==> config.mk <==
export PLATFORM = sky130hd
export DESIGN_NAME = dmem_arbiter
export DESIGN_NICKNAME = d
export VERILOG_FILES = /design/src/rtl/dmem_arbiter.sv
export SDC_FILE = /design/constraint.sdc
export NUM_CORES = 1
export LEC_CHECK = 0
export ABC_AREA = 1
export ABC_CLOCK_PERIOD_IN_PS = 2800
export CAP_MARGIN = 40
export CORE_MARGIN = 10
export CORE_UTILIZATION = 38
export DETAILED_ROUTE_END_ITERATION = 10
export PLACE_DENSITY = 0.87
export SETUP_SLACK_MARGIN = 0.1
export SLEW_MARGIN = 5
export SYNTH_ARGS = -nofsm -noshare
export SYNTH_HDL_FRONTEND = slang
export SYNTH_SLANG_ARGS = --single-unit
==> constraint.sdc <==
create_clock -name clock -period 2.8 [get_ports clock]
set_clock_uncertainty 0.05 [all_clocks]
set_input_delay 0.28 -clock clock [delete_from_list [all_inputs] [get_ports clock]]
set_output_delay 0.28 -clock clock [all_outputs]
set_load 0.05 [all_outputs]
==> src/rtl/dmem_arbiter.sv <==
// rtl/dmem_arbiter.sv - two-port (cpu/dbg) arbiter in front of the single data memory
// Optional DMEM_ARB_STATS_EN adds saturating grant and conflict counters.
module dmem_arbiter #(
  parameter int DMEM_ADDR_WIDTH = 12,
  parameter int DMEM_WORD_WIDTH = 16,
  parameter int READ_LATENCY    = 1,
  parameter int MAX_WAIT        = 4
) (
  input  logic                       clock,
  input  logic                       reset,
  input  logic                       in_cpu_req,
  input  logic                       in_cpu_we,
  input  logic [DMEM_ADDR_WIDTH-1:0] in_cpu_addr,
  input  logic [DMEM_WORD_WIDTH-1:0] in_cpu_wr_word,
  output logic                       out_cpu_gnt,
  output logic                       out_cpu_rd_valid,
  output logic [DMEM_WORD_WIDTH-1:0] out_cpu_rd_word,
  input  logic                       in_dbg_req,
  input  logic                       in_dbg_we,
  input  logic [DMEM_ADDR_WIDTH-1:0] in_dbg_addr,
  input  logic [DMEM_WORD_WIDTH-1:0] in_dbg_wr_word,
  output logic                       out_dbg_gnt,
  output logic                       out_dbg_rd_valid,
  output logic [DMEM_WORD_WIDTH-1:0] out_dbg_rd_word,
  output logic [DMEM_ADDR_WIDTH-1:0] out_mem_rd_addr,
  output logic [DMEM_ADDR_WIDTH-1:0] out_mem_wr_addr,
  output logic [DMEM_WORD_WIDTH-1:0] out_mem_wr_word,
  output logic                       out_mem_write_en,
`ifdef DMEM_ARB_STATS_EN
  output logic [15:0]                out_cpu_gnt_cnt,
  output logic [15:0]                out_dbg_gnt_cnt,
  output logic [15:0]                out_conflict_cnt,
`endif
  input  logic [DMEM_WORD_WIDTH-1:0] in_mem_rd_word
);

  localparam logic [3:0] MAX_WAIT_C = 4'(MAX_WAIT);

  logic                       cpu_gnt;
  logic                       dbg_gnt;
  logic                       dbg_wins;
  logic                       rd_accept;
  logic                       rd_owner;

  logic [3:0]                 wait_cnt_q, wait_cnt_d;
  logic [READ_LATENCY-1:0]    tag_vld_q, tag_vld_d;
  logic [READ_LATENCY-1:0]    tag_own_q, tag_own_d;
  logic                       cpu_rd_valid_q, cpu_rd_valid_d;
  logic                       dbg_rd_valid_q, dbg_rd_valid_d;
  logic [DMEM_WORD_WIDTH-1:0] cpu_rd_word_q, cpu_rd_word_d;
  logic [DMEM_WORD_WIDTH-1:0] dbg_rd_word_q, dbg_rd_word_d;

  // dbg overrides cpu only once it has been starved for MAX_WAIT cycles
  always_comb begin
    dbg_wins  = in_dbg_req && (!in_cpu_req || (wait_cnt_q == MAX_WAIT_C));
    dbg_gnt   = !reset && dbg_wins;
    cpu_gnt   = !reset && in_cpu_req && !dbg_wins;
    rd_accept = (cpu_gnt && !in_cpu_we) || (dbg_gnt && !in_dbg_we);
    rd_owner  = dbg_gnt;
  end

  always_comb begin
    wait_cnt_d = wait_cnt_q;
    if (!in_dbg_req || dbg_gnt) begin
      wait_cnt_d = 4'd0;
    end else if (wait_cnt_q < MAX_WAIT_C) begin
      wait_cnt_d = wait_cnt_q + 4'd1;
    end
  end

  always_comb begin
    out_cpu_gnt      = cpu_gnt;
    out_dbg_gnt      = dbg_gnt;
    out_mem_rd_addr  = dbg_gnt ? in_dbg_addr : in_cpu_addr;
    out_mem_wr_addr  = dbg_gnt ? in_dbg_addr : in_cpu_addr;
    out_mem_wr_word  = dbg_gnt ? in_dbg_wr_word : in_cpu_wr_word;
    out_mem_write_en = (cpu_gnt && in_cpu_we) || (dbg_gnt && in_dbg_we);
  end

  // Tag shift register aligned with the memory read latency; owner 1 = dbg
  always_comb begin
    tag_vld_d    = tag_vld_q;
    tag_own_d    = tag_own_q;
    tag_vld_d[0] = rd_accept;
    tag_own_d[0] = rd_owner;
    for (int i = 1; i < READ_LATENCY; i++) begin
      tag_vld_d[i] = tag_vld_q[i-1];
      tag_own_d[i] = tag_own_q[i-1];
    end
  end

  always_comb begin
    cpu_rd_valid_d = tag_vld_q[READ_LATENCY-1] && !tag_own_q[READ_LATENCY-1];
    dbg_rd_valid_d = tag_vld_q[READ_LATENCY-1] && tag_own_q[READ_LATENCY-1];
    cpu_rd_word_d  = cpu_rd_valid_d ? in_mem_rd_word : cpu_rd_word_q;
    dbg_rd_word_d  = dbg_rd_valid_d ? in_mem_rd_word : dbg_rd_word_q;
  end

  always_ff @(posedge clock or posedge reset) begin
    if (reset) begin
      wait_cnt_q     <= 4'd0;
      tag_vld_q      <= '0;
      tag_own_q      <= '0;
      cpu_rd_valid_q <= 1'b0;
      dbg_rd_valid_q <= 1'b0;
      cpu_rd_word_q  <= '0;
      dbg_rd_word_q  <= '0;
    end else begin
      wait_cnt_q     <= wait_cnt_d;
      tag_vld_q      <= tag_vld_d;
      tag_own_q      <= tag_own_d;
      cpu_rd_valid_q <= cpu_rd_valid_d;
      dbg_rd_valid_q <= dbg_rd_valid_d;
      cpu_rd_word_q  <= cpu_rd_word_d;
      dbg_rd_word_q  <= dbg_rd_word_d;
    end
  end

  assign out_cpu_rd_valid = cpu_rd_valid_q;
  assign out_dbg_rd_valid = dbg_rd_valid_q;
  assign out_cpu_rd_word  = cpu_rd_word_q;
  assign out_dbg_rd_word  = dbg_rd_word_q;

`ifdef DMEM_ARB_STATS_EN
  logic [15:0] cpu_gnt_cnt_q, cpu_gnt_cnt_d;
  logic [15:0] dbg_gnt_cnt_q, dbg_gnt_cnt_d;
  logic [15:0] conflict_cnt_q, conflict_cnt_d;

  always_comb begin
    cpu_gnt_cnt_d  = cpu_gnt_cnt_q;
    dbg_gnt_cnt_d  = dbg_gnt_cnt_q;
    conflict_cnt_d = conflict_cnt_q;
    if (cpu_gnt && (cpu_gnt_cnt_q != 16'hFFFF)) begin
      cpu_gnt_cnt_d = cpu_gnt_cnt_q + 16'd1;
    end
    if (dbg_gnt && (dbg_gnt_cnt_q != 16'hFFFF)) begin
      dbg_gnt_cnt_d = dbg_gnt_cnt_q + 16'd1;
    end
    if (in_cpu_req && in_dbg_req && (conflict_cnt_q != 16'hFFFF)) begin
      conflict_cnt_d = conflict_cnt_q + 16'd1;
    end
  end

  always_ff @(posedge clock or posedge reset) begin
    if (reset) begin
      cpu_gnt_cnt_q  <= 16'd0;
      dbg_gnt_cnt_q  <= 16'd0;
      conflict_cnt_q <= 16'd0;
    end else begin
      cpu_gnt_cnt_q  <= cpu_gnt_cnt_d;
      dbg_gnt_cnt_q  <= dbg_gnt_cnt_d;
      conflict_cnt_q <= conflict_cnt_d;
    end
  end

  assign out_cpu_gnt_cnt  = cpu_gnt_cnt_q;
  assign out_dbg_gnt_cnt  = dbg_gnt_cnt_q;
  assign out_conflict_cnt = conflict_cnt_q;
`endif

endmodule

==> metrics.md <==
| Metric | Value |
|---|---|
| CP endpoint kind | `output pin` |
| Tmin final | `2.50 ns` |
| Max VDD drop | `0.504 mV` |
| Synthesized area | `2200 sq um` |
| DR WL met2 | `3460 um` |
| Endpoint, Worst Hold | `out_cpu_rd_valid` |
| DR pass1 iterations | `6` |
| Largest net degree at the start of global routing | `34` |
| Initial DRC count | `82` |
| CP Launch Type | `flop` |
| Sequential share of the synthesized area | `45.5%` |
| Yosys top cell area share | `45.5%` |
| Max-cap violations | `0` |
| Worst hold path type | `reg2reg` |
| Length of routed met3 wiring | `1050 um` |
| Die height | `96.1 um` |
| Status | `finished, final reports clean` |
| Clock latency on the worst-skew pair | `0.29 ns` |
| HPWL Detailed | `5950 um` |
| RSZ-0062 raised after global routing | `no` |
| Netlist cell types | `24` |
| Leak | `1.81 nW` |
| R2R setup slack | `0.97 ns` |
| Routed Antenna Nets | `0` |
| Maximum buffer depth of the clock tree | `2` |
| Htree depth | `2` |
| Hold depth | `1` |
| Internal Power | `1.43 mW` |
| Tot GR Track Use | `14.6%` |
| Final Net Count | `487` |
| Worst r2r src | `wait_cnt_q[0]` |
| Number of flops mapped to enable cells by yosys | `0` |
| Syn_nets | `352` |
| Cells after Synth | `272` |
| Num CTS Buffers | `5` |
| TritonCTS clock tree | `yes` |
| Switching portion of total power | `44.3%` |
| Crit share post-route | `89.4%` |
| Top sig layer | `met4` |
| Largest stage delay on the critical path | `0.40 ns` |
| Sequential cell area | `1000 sq um` |
| Max_slew headroom | `64.2%` |
| Sequential share of power | `30.3%` |
| Initial antenna violation count | `0` |
| Worst Reg-to-Reg Cells | `7` |
| Total wire length | `7300 um` |
| Max Clk Rate | `399 MHz` |
| CTS sink cnt | `40` |
| Initial Utilization | `39.4%` |
| Placed insts | `472` |
| Gp weighted congestion | `0.738` |
| Clock network power share | `17.5%` |
| Capturing point of the worst reg2reg path | `wait_cnt_q[0]` |
| Fillers | `453` |
| Fin. Hold Viols | `0` |
| Count leader, synth | `nand2_1` |
| Worst Hold Launch | `tag_own_q` |
| Seq cells post-synth | `40` |
| Post-detailed-route wirelength per cell | `15.2 um` |
| Hold_buf cts | `0` |
| Share of layout cells above drive strength 1 | `18.6%` |
| Vias in the first global route | `2272` |
| Setup Buffers After CTS | `0` |
| Die area | `9230 sq um` |
| Ant diodes | `0` |
| Crit-path leading delay family | `simple AND/OR/NAND/NOR gates` |
| Synth cell count leaders | `nand2_1 (84), dfrtp_1 (40), nand4_1 (30), inv_1 (23)` |
| Post-route DRC violation count | `0` |
| Area grow syn2layout | `68.0%` |
| Boundary pin count | `155` |
| Slowest cell on crit path | `nand3_4` |
| Worst-Margin Slew | `0.535 ns` |
| Met1 wire length | `2690 um` |
| Buffers on Ports | `154` |
| Area occupied by multi-input gates | `881 sq um` |
| Die W | `96.1 um` |
| Arr. time, crit path | `2.17 ns` |
| P_sw | `1.14 mW` |
| Required @ worst endpoint | `2.47 ns` |
| First-pass GRT wire length | `10700 um` |
| Fin. max-slew vios | `0` |
| Post-synth top area cell | `dfrtp_1` |
| Syn_area_per_cell | `8.08 sq um` |
| Post-CTS Resized | `0` |
| Buf+Inv Stages, Crit Path | `2` |
| Top_reg_cell synth | `dfrtp_1` |
| # setup viols final | `0` |
| Finished Layout Cells | `480` |
| Core area | `5570 sq um` |
| Synth warn | `0` |
| Crit Path Max Fanout | `32` |
| Clk root buf | `clkbuf_8` |
| Routed vias/inst | `4.74` |
| Row Count | `27` |
| Overflow after GRT | `0` |
| Kind of critical path | `reg2out` |
| Combinational share of power | `52.2%` |
| Power density cells | `696 nW/um^2` |
| Vias | `2276` |
| CP Cell Sequence | `inv_1 > ha_1 > nand3_2 > nand2_4 > nand3_4 > nand2_1 > nand2_1 > buf_4` |
| Most numerous cell on the critical path | `nand2_1` |
| Async SR Flop Fraction | `100%` |
| Synth area leaders | `dfrtp_1 (46%), nand2_1 (14%), nand4_1 (8.5%)` |
| Hold WS | `0.391 ns` |
| Final setup TNS | `0 ns` |
| Worst-path clk slew | `0.06 ns` |
==> through the flow <==
| step | worst slack, ns | util, % | total power [mW] | area [sq um] |
|---|---|---|---|---|
| finish | 0.296 | 66.3 | 2.57 | 3690 |
| global route | 0.105 | 66.3 | 2.69 | 3690 |
| CTS | 0.234 | 66.3 | 2.59 | 3690 |
| detailed placement | 0.513 | 64.3 | 2.14 | 3590 |
| global placement | 0.556 | 64.1 | 2.12 | 3570 |
| floorplan | 0.791 | - | 1.64 | 2200 |
==> how the worst max path moves through the flow <==
stage                        startpoint            endpoint  slack, ns  cells after the start
after floorplan           wait_cnt_q[0]  out_mem_wr_addr[0]       0.79                      9
after CTS                 wait_cnt_q[0]  out_mem_wr_addr[7]       0.23                      8
final                     wait_cnt_q[0]  out_mem_wr_addr[7]       0.30                      8
after global placement       in_cpu_req  out_mem_wr_addr[6]       0.56                      6
after global routing      wait_cnt_q[1]  out_mem_wr_addr[5]       0.10                      8
after detailed placement     in_cpu_req  out_mem_wr_addr[7]       0.51                      6
==> registers in the layout, summed over array words and instances (netlist names) <==
| name | count |
|---|---|
| out_cpu_rd_valid | 1 |
| out_cpu_rd_word | 16 |
| out_dbg_rd_valid | 1 |
| out_dbg_rd_word | 16 |
| tag_own_q | 1 |
| tag_vld_q | 1 |
| wait_cnt_q | 4 |
==> layout by cell type (no fill, tap or decap), types with 2 or more instances in the layout <==
master / netlist / routed
a21oi_1: 2 / 2
buf_12: 1 / 3
buf_4: 15 / 44
clkbuf_8: 0 / 5
clkdlybuf4s50_1: 0 / 111
dfrtp_1: 40 / 40
ha_1: 2 / 2
inv_1: 23 / 23
inv_2: 3 / 3
nand2_1: 84 / 84
nand2_2: 9 / 9
nand4_1: 30 / 30
nor2_1: 4 / 4
nor2_2: 5 / 5
o21ai_0: 16 / 16
o21ai_1: 16 / 16
==> layer usage <==
metal	up-vias	track usage, %
met3	11	7.70
li1	1141	-
met4	0	5.53
met1	1015	15.6
met5	-	0
met2	109	23.9
==> cells by family (layout without fill, tap and decap cells) <==
group | count (synthesis) | in the layout | synth area share, %
AOI/OAI and AO/OA | 34 | 34 | 7.74
xor gates and xnor gates | 1 | 1 | 0.398
adders and majority gates | 2 | 2 | 1.14
buffers and inverters | 57 | 193 | 14.4
DFF | 40 | 40 | 45.5
and+or+nand+nor | 138 | 138 | 30.8
==> power groups by stage <==
| stage | clock network [mW] | registers (mW) | logic [mW] |
|---|---|---|---|
| after global placement | 0 | 0.786 | 1.33 |
| after floorplan | 0 | 1.24 | 0.405 |
| after global routing | 0.486 | 0.791 | 1.41 |
| after CTS | 0.459 | 0.779 | 1.36 |
| after detailed placement | 0 | 0.788 | 1.35 |
| final | 0.450 | 0.779 | 1.34 |
==> layout make-up <==
cell class	count	area share (%)
Clock inverter	2	0.949
Sequential cell	40	27.1
Clock buffer	6	1.96
Inverter	26	2.64
Tap cell	72	2.44
Timing Repair Buffer	159	41.1
Multi-Input combinational cell	175	23.8
Power figures use the tool's default switching activity.
